[config.mk]
export PLATFORM = sky130hd
export DESIGN_NAME = serv_bus_arbiter
export DESIGN_NICKNAME = d
export VERILOG_FILES = /design/src/rtl/serv_bus_arbiter.sv
export SDC_FILE = /design/constraint.sdc
export NUM_CORES = 1
export LEC_CHECK = 0
export ABC_CLOCK_PERIOD_IN_PS = 5100
export BUFFER_PORTS_ARGS = -buffer_cell sky130_fd_sc_hd__buf_4
export CAP_MARGIN = 5
export CELL_PAD_IN_SITES_DETAIL_PLACEMENT = 0
export CELL_PAD_IN_SITES_GLOBAL_PLACEMENT = 1
export CORE_ASPECT_RATIO = 2
export CORE_UTILIZATION = 38
export CTS_CLUSTER_SIZE = 16
export DETAILED_ROUTE_END_ITERATION = 8
export GPL_ROUTABILITY_DRIVEN = 0
export PLACE_DENSITY = 0.95
export SKIP_CTS_REPAIR_TIMING = 1
export SLEW_MARGIN = 5
export SYNTH_ARGS = -nofsm -noshare
export SYNTH_HDL_FRONTEND = slang
export SYNTH_SLANG_ARGS = --single-unit
[constraint.sdc]
create_clock -name clk -period 5.1 [get_ports clk]
set_input_delay 1.02 -clock clk [delete_from_list [all_inputs] [get_ports clk]]
set_output_delay 1.02 -clock clk [all_outputs]
set_load 0.02 [all_outputs]
[src/rtl/serv_bus_arbiter.sv]
// Merges SERV's instruction bus and data bus onto one Wishbone-style core bus.
// One transaction in flight, registered outputs, watchdog abort when the slave never acks.
module serv_bus_arbiter #(
  parameter string       PRIORITY       = "DBUS",
  parameter int unsigned TIMEOUT_CYCLES = 1024
) (
  input  logic        clk,
  input  logic        i_rst,
  input  logic [31:0] i_ibus_adr,
  input  logic        i_ibus_cyc,
  output logic [31:0] o_ibus_rdt,
  output logic        o_ibus_ack,
  input  logic [31:0] i_dbus_adr,
  input  logic [31:0] i_dbus_dat,
  input  logic [3:0]  i_dbus_sel,
  input  logic        i_dbus_we,
  input  logic        i_dbus_cyc,
  output logic [31:0] o_dbus_rdt,
  output logic        o_dbus_ack,
  output logic        o_core_cyc,
  output logic        o_core_stb,
  output logic        o_core_we,
  output logic [3:0]  o_core_wstrb,
  output logic [31:0] o_core_addr,
  output logic [31:0] o_core_data_out,
  input  logic [31:0] i_core_data_in,
  input  logic        i_core_ack,
  output logic        o_timeout
);

  typedef enum logic [1:0] {IDLE, GRANT_I, GRANT_D, RELEASE} state_e;

  localparam bit          RR_MODE  = (PRIORITY == "RR");
  localparam bit          WDT_EN   = (TIMEOUT_CYCLES != 0);
  localparam logic [31:0] WDT_LAST = WDT_EN ? TIMEOUT_CYCLES - 1 : 32'd0;

  state_e      r_state;
  state_e      w_next_state;
  logic        r_prefer_i;
  logic [31:0] r_wdt;

  logic        w_granted;
  logic        w_pick_d;
  logic        w_pick_i;
  logic        w_grant_d;
  logic        w_grant_i;
  logic        w_expire;
  logic        w_done;
  logic        w_ack_i;
  logic        w_ack_d;
  logic [31:0] w_rdt;

  always_ff @(posedge clk) begin
    if (i_rst) r_state <= IDLE;
    else       r_state <= w_next_state;
  end

  always_comb begin
    w_next_state = r_state;
    case (r_state)
      IDLE: begin
        if (w_pick_d)      w_next_state = GRANT_D;
        else if (w_pick_i) w_next_state = GRANT_I;
      end
      GRANT_I, GRANT_D: begin
        if (w_done) w_next_state = RELEASE;
      end
      RELEASE: w_next_state = IDLE;
      default: w_next_state = IDLE;
    endcase
  end

  // In RR mode a simultaneous request goes to whichever master was not granted last.
  always_comb begin
    w_granted = (r_state == GRANT_I) || (r_state == GRANT_D);
    w_pick_d  = i_dbus_cyc && (!i_ibus_cyc || !RR_MODE || !r_prefer_i);
    w_pick_i  = i_ibus_cyc && !w_pick_d;
    w_grant_d = (r_state == IDLE) && w_pick_d;
    w_grant_i = (r_state == IDLE) && w_pick_i;
    w_expire  = WDT_EN && w_granted && !i_core_ack && (r_wdt == WDT_LAST);
    w_done    = w_granted && (i_core_ack || w_expire);
    w_ack_i   = (r_state == GRANT_I) && w_done;
    w_ack_d   = (r_state == GRANT_D) && w_done;
    w_rdt     = i_core_ack ? i_core_data_in : 32'h0;
  end

  assign o_core_stb = o_core_cyc;

  always_ff @(posedge clk) begin
    if (i_rst) begin
      o_core_cyc      <= 1'b0;
      o_core_we       <= 1'b0;
      o_core_wstrb    <= 4'b0000;
      o_core_addr     <= 32'h0;
      o_core_data_out <= 32'h0;
      o_ibus_ack      <= 1'b0;
      o_dbus_ack      <= 1'b0;
      o_ibus_rdt      <= 32'h0;
      o_dbus_rdt      <= 32'h0;
      o_timeout       <= 1'b0;
      r_prefer_i      <= 1'b1;
      r_wdt           <= 32'h0;
    end else begin
      o_ibus_ack <= w_ack_i;
      o_dbus_ack <= w_ack_d;
      if (w_ack_i)  o_ibus_rdt <= w_rdt;
      if (w_ack_d)  o_dbus_rdt <= w_rdt;
      if (w_expire) o_timeout  <= 1'b1;

      // Request fields are captured only at the grant edge and held for the whole transaction.
      if (w_grant_i) begin
        o_core_cyc      <= 1'b1;
        o_core_we       <= 1'b0;
        o_core_wstrb    <= 4'b0000;
        o_core_addr     <= i_ibus_adr;
        o_core_data_out <= 32'h0;
        r_prefer_i      <= 1'b0;
      end else if (w_grant_d) begin
        o_core_cyc      <= 1'b1;
        o_core_we       <= i_dbus_we;
        o_core_wstrb    <= i_dbus_we ? i_dbus_sel : 4'b0000;
        o_core_addr     <= i_dbus_adr;
        o_core_data_out <= i_dbus_dat;
        r_prefer_i      <= 1'b1;
      end else if (w_done) begin
        o_core_cyc      <= 1'b0;
      end

      if (w_grant_i || w_grant_d)
        r_wdt <= 32'h0;
      else if (WDT_EN && w_granted && !i_core_ack)
        r_wdt <= r_wdt + 32'd1;
    end
  end

endmodule

# Word level (Yosys, flattened, before mapping)
# Cells that the tools add are included.
# totals
regBits,171
input_bits,138
out_inout_bits,138
# op_classes
n_eq_ne,6
add_sub_neg,1
reduce_logical,20
n_mux,11
# op_table
cell,n
32-bit 2-to-1 mux,3
"32-bit by 1-bit adder with 32-bit output, second input constant",1
"32-bit by 10-bit == test with 1-bit output, second input constant",1
1-bit logical AND,8
2-bit 2-to-1 mux,3
2-bit case mux with 3 select lines,1
2-bit OR reduction,3
"2-bit == test, second input constant",2
4-bit 2-to-1 mux,1
1-bit logical OR,3
1-bit 2-to-1 mux,3
"3-bit != test, second input constant",1
3-bit nonzero test,1
"2-bit by 1-bit == test with 1-bit output, second input constant",1
1-bit logical NOT,2
2-bit logical NOT,1
"2-bit != test, second input constant",1
2-bit AND reduction,1
2-bit nonzero test,1

# Longest topological paths before layout
# logic_depth
depth_word,9
ltp_mapped,10
ltp_nobuf,7

# Worst setup path before layout
# OpenSTA, ideal clock, no wires.
# synth_path
path_kind,input port to flip-flop
start,input port i_core_ack
end,register o_ibus_rdt[24]
n_path_buf,2
setup_slack_ns,2.581
setup_time_ns,0.147
stages,7
arrival_ns,2.372
path_cell_list,nand4b_4 -> or3_4 -> nor3_4 -> or3_2 -> buf_8 -> buf_12 -> o221ai_2
# synth_between
elab_chain_len,6
word_cells_on_any_way,7
# synth_lines
item,line_no,rtl
"start, declared",27,"input logic i_core_ack,"
1-bit logical NOT,80,w_expire = WDT_EN && w_granted && !i_core_ack && (r_wdt == WDT_LAST);
1-bit logical AND (2 in series),80,
1-bit logical OR,81,w_done = w_granted && (i_core_ack || w_expire);
1-bit logical AND,81,
1-bit logical AND,82,w_ack_i = (r_state == GRANT_I) && w_done;
"end signal, assigned",106,if (w_ack_i) o_ibus_rdt <= w_rdt;
"end, declared",11,"output logic [31:0] o_ibus_rdt,"
# Parallel ways exist; a longest one is shown, timed or not.
# A chain may end at the register's enable or synchronous reset.

# Worst setup path in the final report
# layout_path
start,register r_state[0]
end,register o_dbus_rdt[17]
# layout_between
elab_chain_len,7
word_cells_on_any_way,8
# layout_lines
item,line_no,rtl
"start, declared",37,state_e r_state;
"start signal, assigned",55,else r_state <= w_next_state;
2-bit by 1-bit == test with 1-bit output / 2-bit == test (equally long branches),"75, 83",
1-bit logical OR,75,w_granted = (r_state == GRANT_I) || (r_state == GRANT_D);
1-bit logical AND (2 in series),80,
1-bit logical OR,81,
1-bit logical AND,81,
1-bit logical AND *,83,w_ack_d = (r_state == GRANT_D) && w_done;
"end signal, assigned",107,if (w_ack_d) o_dbus_rdt <= w_rdt;
"end, declared",18,"output logic [31:0] o_dbus_rdt,"
# Mark *: on every way between the ends. The rest lies on a longest branch, timed or not.

==> results.md <==
- First-pass GRT wire length: 31.5 mm
- CTS tree: built
- Required time worst endpoint: 5380 ps
- Wire per inst: 15.3 um
- Cell family with most CP delay: simple AND/OR/NAND/NOR gates
- Final setup viols: 0
- Max_cap viols: 0
- Clock transition at path regs: 70 ps
- Minimum clock period: 3030 ps
- Worst Hold Class: reg -> reg
- Sum Neg Setup Slack: 0 ps
- Drt pass-1 iters: 4
- Most frequent cell after synthesis: nand2_1
- GRT Total Usage: 20.4%
- CP max stage cell: ha_1
- # diodes: 0
- Gr ovfl total: 0
- Design Area, Final: 10,000 um2
- Nets: 1,218
- Mapped cell area: 7230 um2
- Pin count of the biggest net entering global routing: 48
- Startpoint types: flop
- Register area share after synthesis: 47.3%
- Critical path fanouts, max: 39
- Share of total power in the clock network: 30.3%
- PD cells: 441 nW/um2
- Area Overhead vs Synth: 38.5%
- Final antenna-violating net count: 0
- Worst Tran Pin Value: 1040 ps
- Total number of vias: 6,633
- Pins Over Slew Limit: 0
- Initial antenna violation count: 0
- Fmax: 329 MHz
- Power Internal: 0.00287 W
- Share of flip-flops with an asynchronous set or reset: 0%
- Hpwl dp: 14.7 mm
- Post-synthesis cell count: 827
- Yosys warns: 0
- H-tree depth: 4
- Die H: 197 um
- Yosys cell types: 40
- DR DRC count: 0
- Initial Utilization: 38.6%
- Die area: 19,600 um2
- Share of layout cells above drive strength 1: 34.9%
- Port-buffer cells: 275
- Syn nets: 969
- EDFF count, synth: 0
- Sequential share of power: 37.9%
- Most used flip-flop cell after synthesis: dfxtp_1
- Leak: 4.06 nW
- Buffers from clock root to sink, at most: 2
- Comb power frac: 31.8%
- Slew HR: 31.0%
- CTS buffer count: 17
- Post-synth top area share: 47.3%
- RSZ-0062 raised after global routing: no
- Worst EP arrival: 3310 ps
- Iter 0 DRT Violations: 253
- Yosys top cell by area: dfxtp_1
- Crit path buffers/inverters: 2
- Setup CP Type: reg -> reg
- IO Pins: 276
- Switching share of power: 35.0%
- # rows: 71
- Area of the core: 18,700 um2
- Critical Path, Cell by Cell: inv_1, ha_1, nand4b_4, or3_4, nor3_4, or3_2, buf_12, o221ai_1
- Main area contributors after synthesis: dfxtp_1 47%, nand2_1 11%, o221ai_2 10%
- Mean post-synth cell area: 8.75 um2
- Crit. End Element: flop
- Avg Vias per Cell: 4.94
- CTS Sinks: 171
- Clock Skews: 8.06 ps
- Tcrit/Tclk final: 59.5%
- Placed inst area: 9410 um2
- Worst-Skew Late Latency: 420 ps
- Hold_ws: 453 ps
- Outcome: complete, no violations
- Final Hold Vio Count: 0
- VDD IR max: 0.368 mV
- Sw Pwr: 0.00155 W
- Die width: 99.6 um
- Slowest cell delay on critical path: 540 ps
- Synthesis-stage register bit count: 171
- Drt total wl: 20.6 mm
- Top cells by count, synth: 208 x nand2_1, 171 x dfxtp_1, 77 x a21oi_1, 70 x inv_1, 50 x o221ai_2
- CTS root buffer: clkbuf_16
- Number of global-route vias before repair: 6,187
==> final cells by class <==
type | count | area, um2
Clock buffer | 18 | 439
Clock inverter | 14 | 169
Fill cell | 1781 | 8730
Inverter | 70 | 263
Multi-Input combinational cell | 530 | 3250
Sequential cell | 171 | 3420
Tap cell | 255 | 319
Timing Repair Buffer | 286 | 2160
==> power groups by stage <==
stage / registers (W) / clock network, W / logic (W)
floorplan: 0.00191 / 0 / 0.000642
global placement: 0.00169 / 0 / 0.00140
detailed placement: 0.00170 / 0 / 0.00141
CTS: 0.00167 / 0.00136 / 0.00142
global route: 0.00170 / 0.00141 / 0.00151
finish: 0.00167 / 0.00134 / 0.00140
==> per-layer routing <==
layer | routed length [um] | global-route usage, %
met4 | 327 | 7.08
met3 | 985 | 4.07
met1 | 8090 | 22.7
met5 | 0 | 0
met2 | 11200 | 37.9
==> registers in the layout, summed over array words and instances, names as in the netlist <==
name             count
o_core_addr         32
o_core_data_out     32
o_dbus_rdt          32
o_ibus_rdt          32
r_wdt               32
o_core_wstrb         4
r_state              2
o_core_cyc           1
o_core_we            1
o_dbus_ack           1
o_ibus_ack           1
o_timeout            1
==> path summary, 6_finish.rpt <==
path	depth (start not counted)	startpoint	endpoint	slack, ps
max	8	r_state[0]$_SDFFE_PP0P_	o_dbus_rdt[17]$_SDFFE_PP0P_	2070
min	2	o_core_addr[31]$_SDFFE_PP0P_	o_core_addr[31]$_SDFFE_PP0P_	450
max reg2reg	8	r_state[0]$_SDFFE_PP0P_	o_dbus_rdt[17]$_SDFFE_PP0P_	2070
min reg2reg	2	o_core_addr[31]$_SDFFE_PP0P_	o_core_addr[31]$_SDFFE_PP0P_	450
==> metrics by stage <==
step	power (W)	instances	setup WS [ps]	utilization (%)
floorplan	0.00255	827	2580	-
global route	0.00463	1344	1850	53.4
global placement	0.00309	1312	1710	50.2
CTS	0.00445	1344	2050	53.4
detailed placement	0.00311	1312	1670	50.2
finish	0.00442	1344	2070	53.4
==> kinds of logic (layout without fill, tap and decap cells) <==
kind of cell | after synthesis | after routing | share of synthesized area, %
AO/OA/AOI/OAI | 180 | 180 | 21.4
XOR/XNOR | 29 | 29 | 3.51
adder cells (fa/ha/maj) | 4 | 4 | 0.692
buffers and inverters | 126 | 388 | 7.97
flip-flops | 171 | 171 | 47.3
AND/OR/NAND/NOR | 317 | 317 | 19.1
==> placed cells by master (no fill, tap or decap), types with 6 or more instances in the layout <==
cell	count
nand4_1	14
xnor2_1	6
nand2_1	208
nor2_1	42
dfxtp_1	171
nand3_1	18
o221ai_1	14
xor2_1	23
inv_1	70
a22oi_1	32
o221ai_2	50
a21oi_1	75
buf_4	285
clkbuf_16	17
==> tightest hold or removal path, delay by kind of cell (launching register included) <==
kind	cells	cell delay, ps
DFF	1	310
and+or+nand+nor	1	50
AOI/OAI and AO/OA	1	50
No activity file was read; power rests on OpenSTA's default activity.
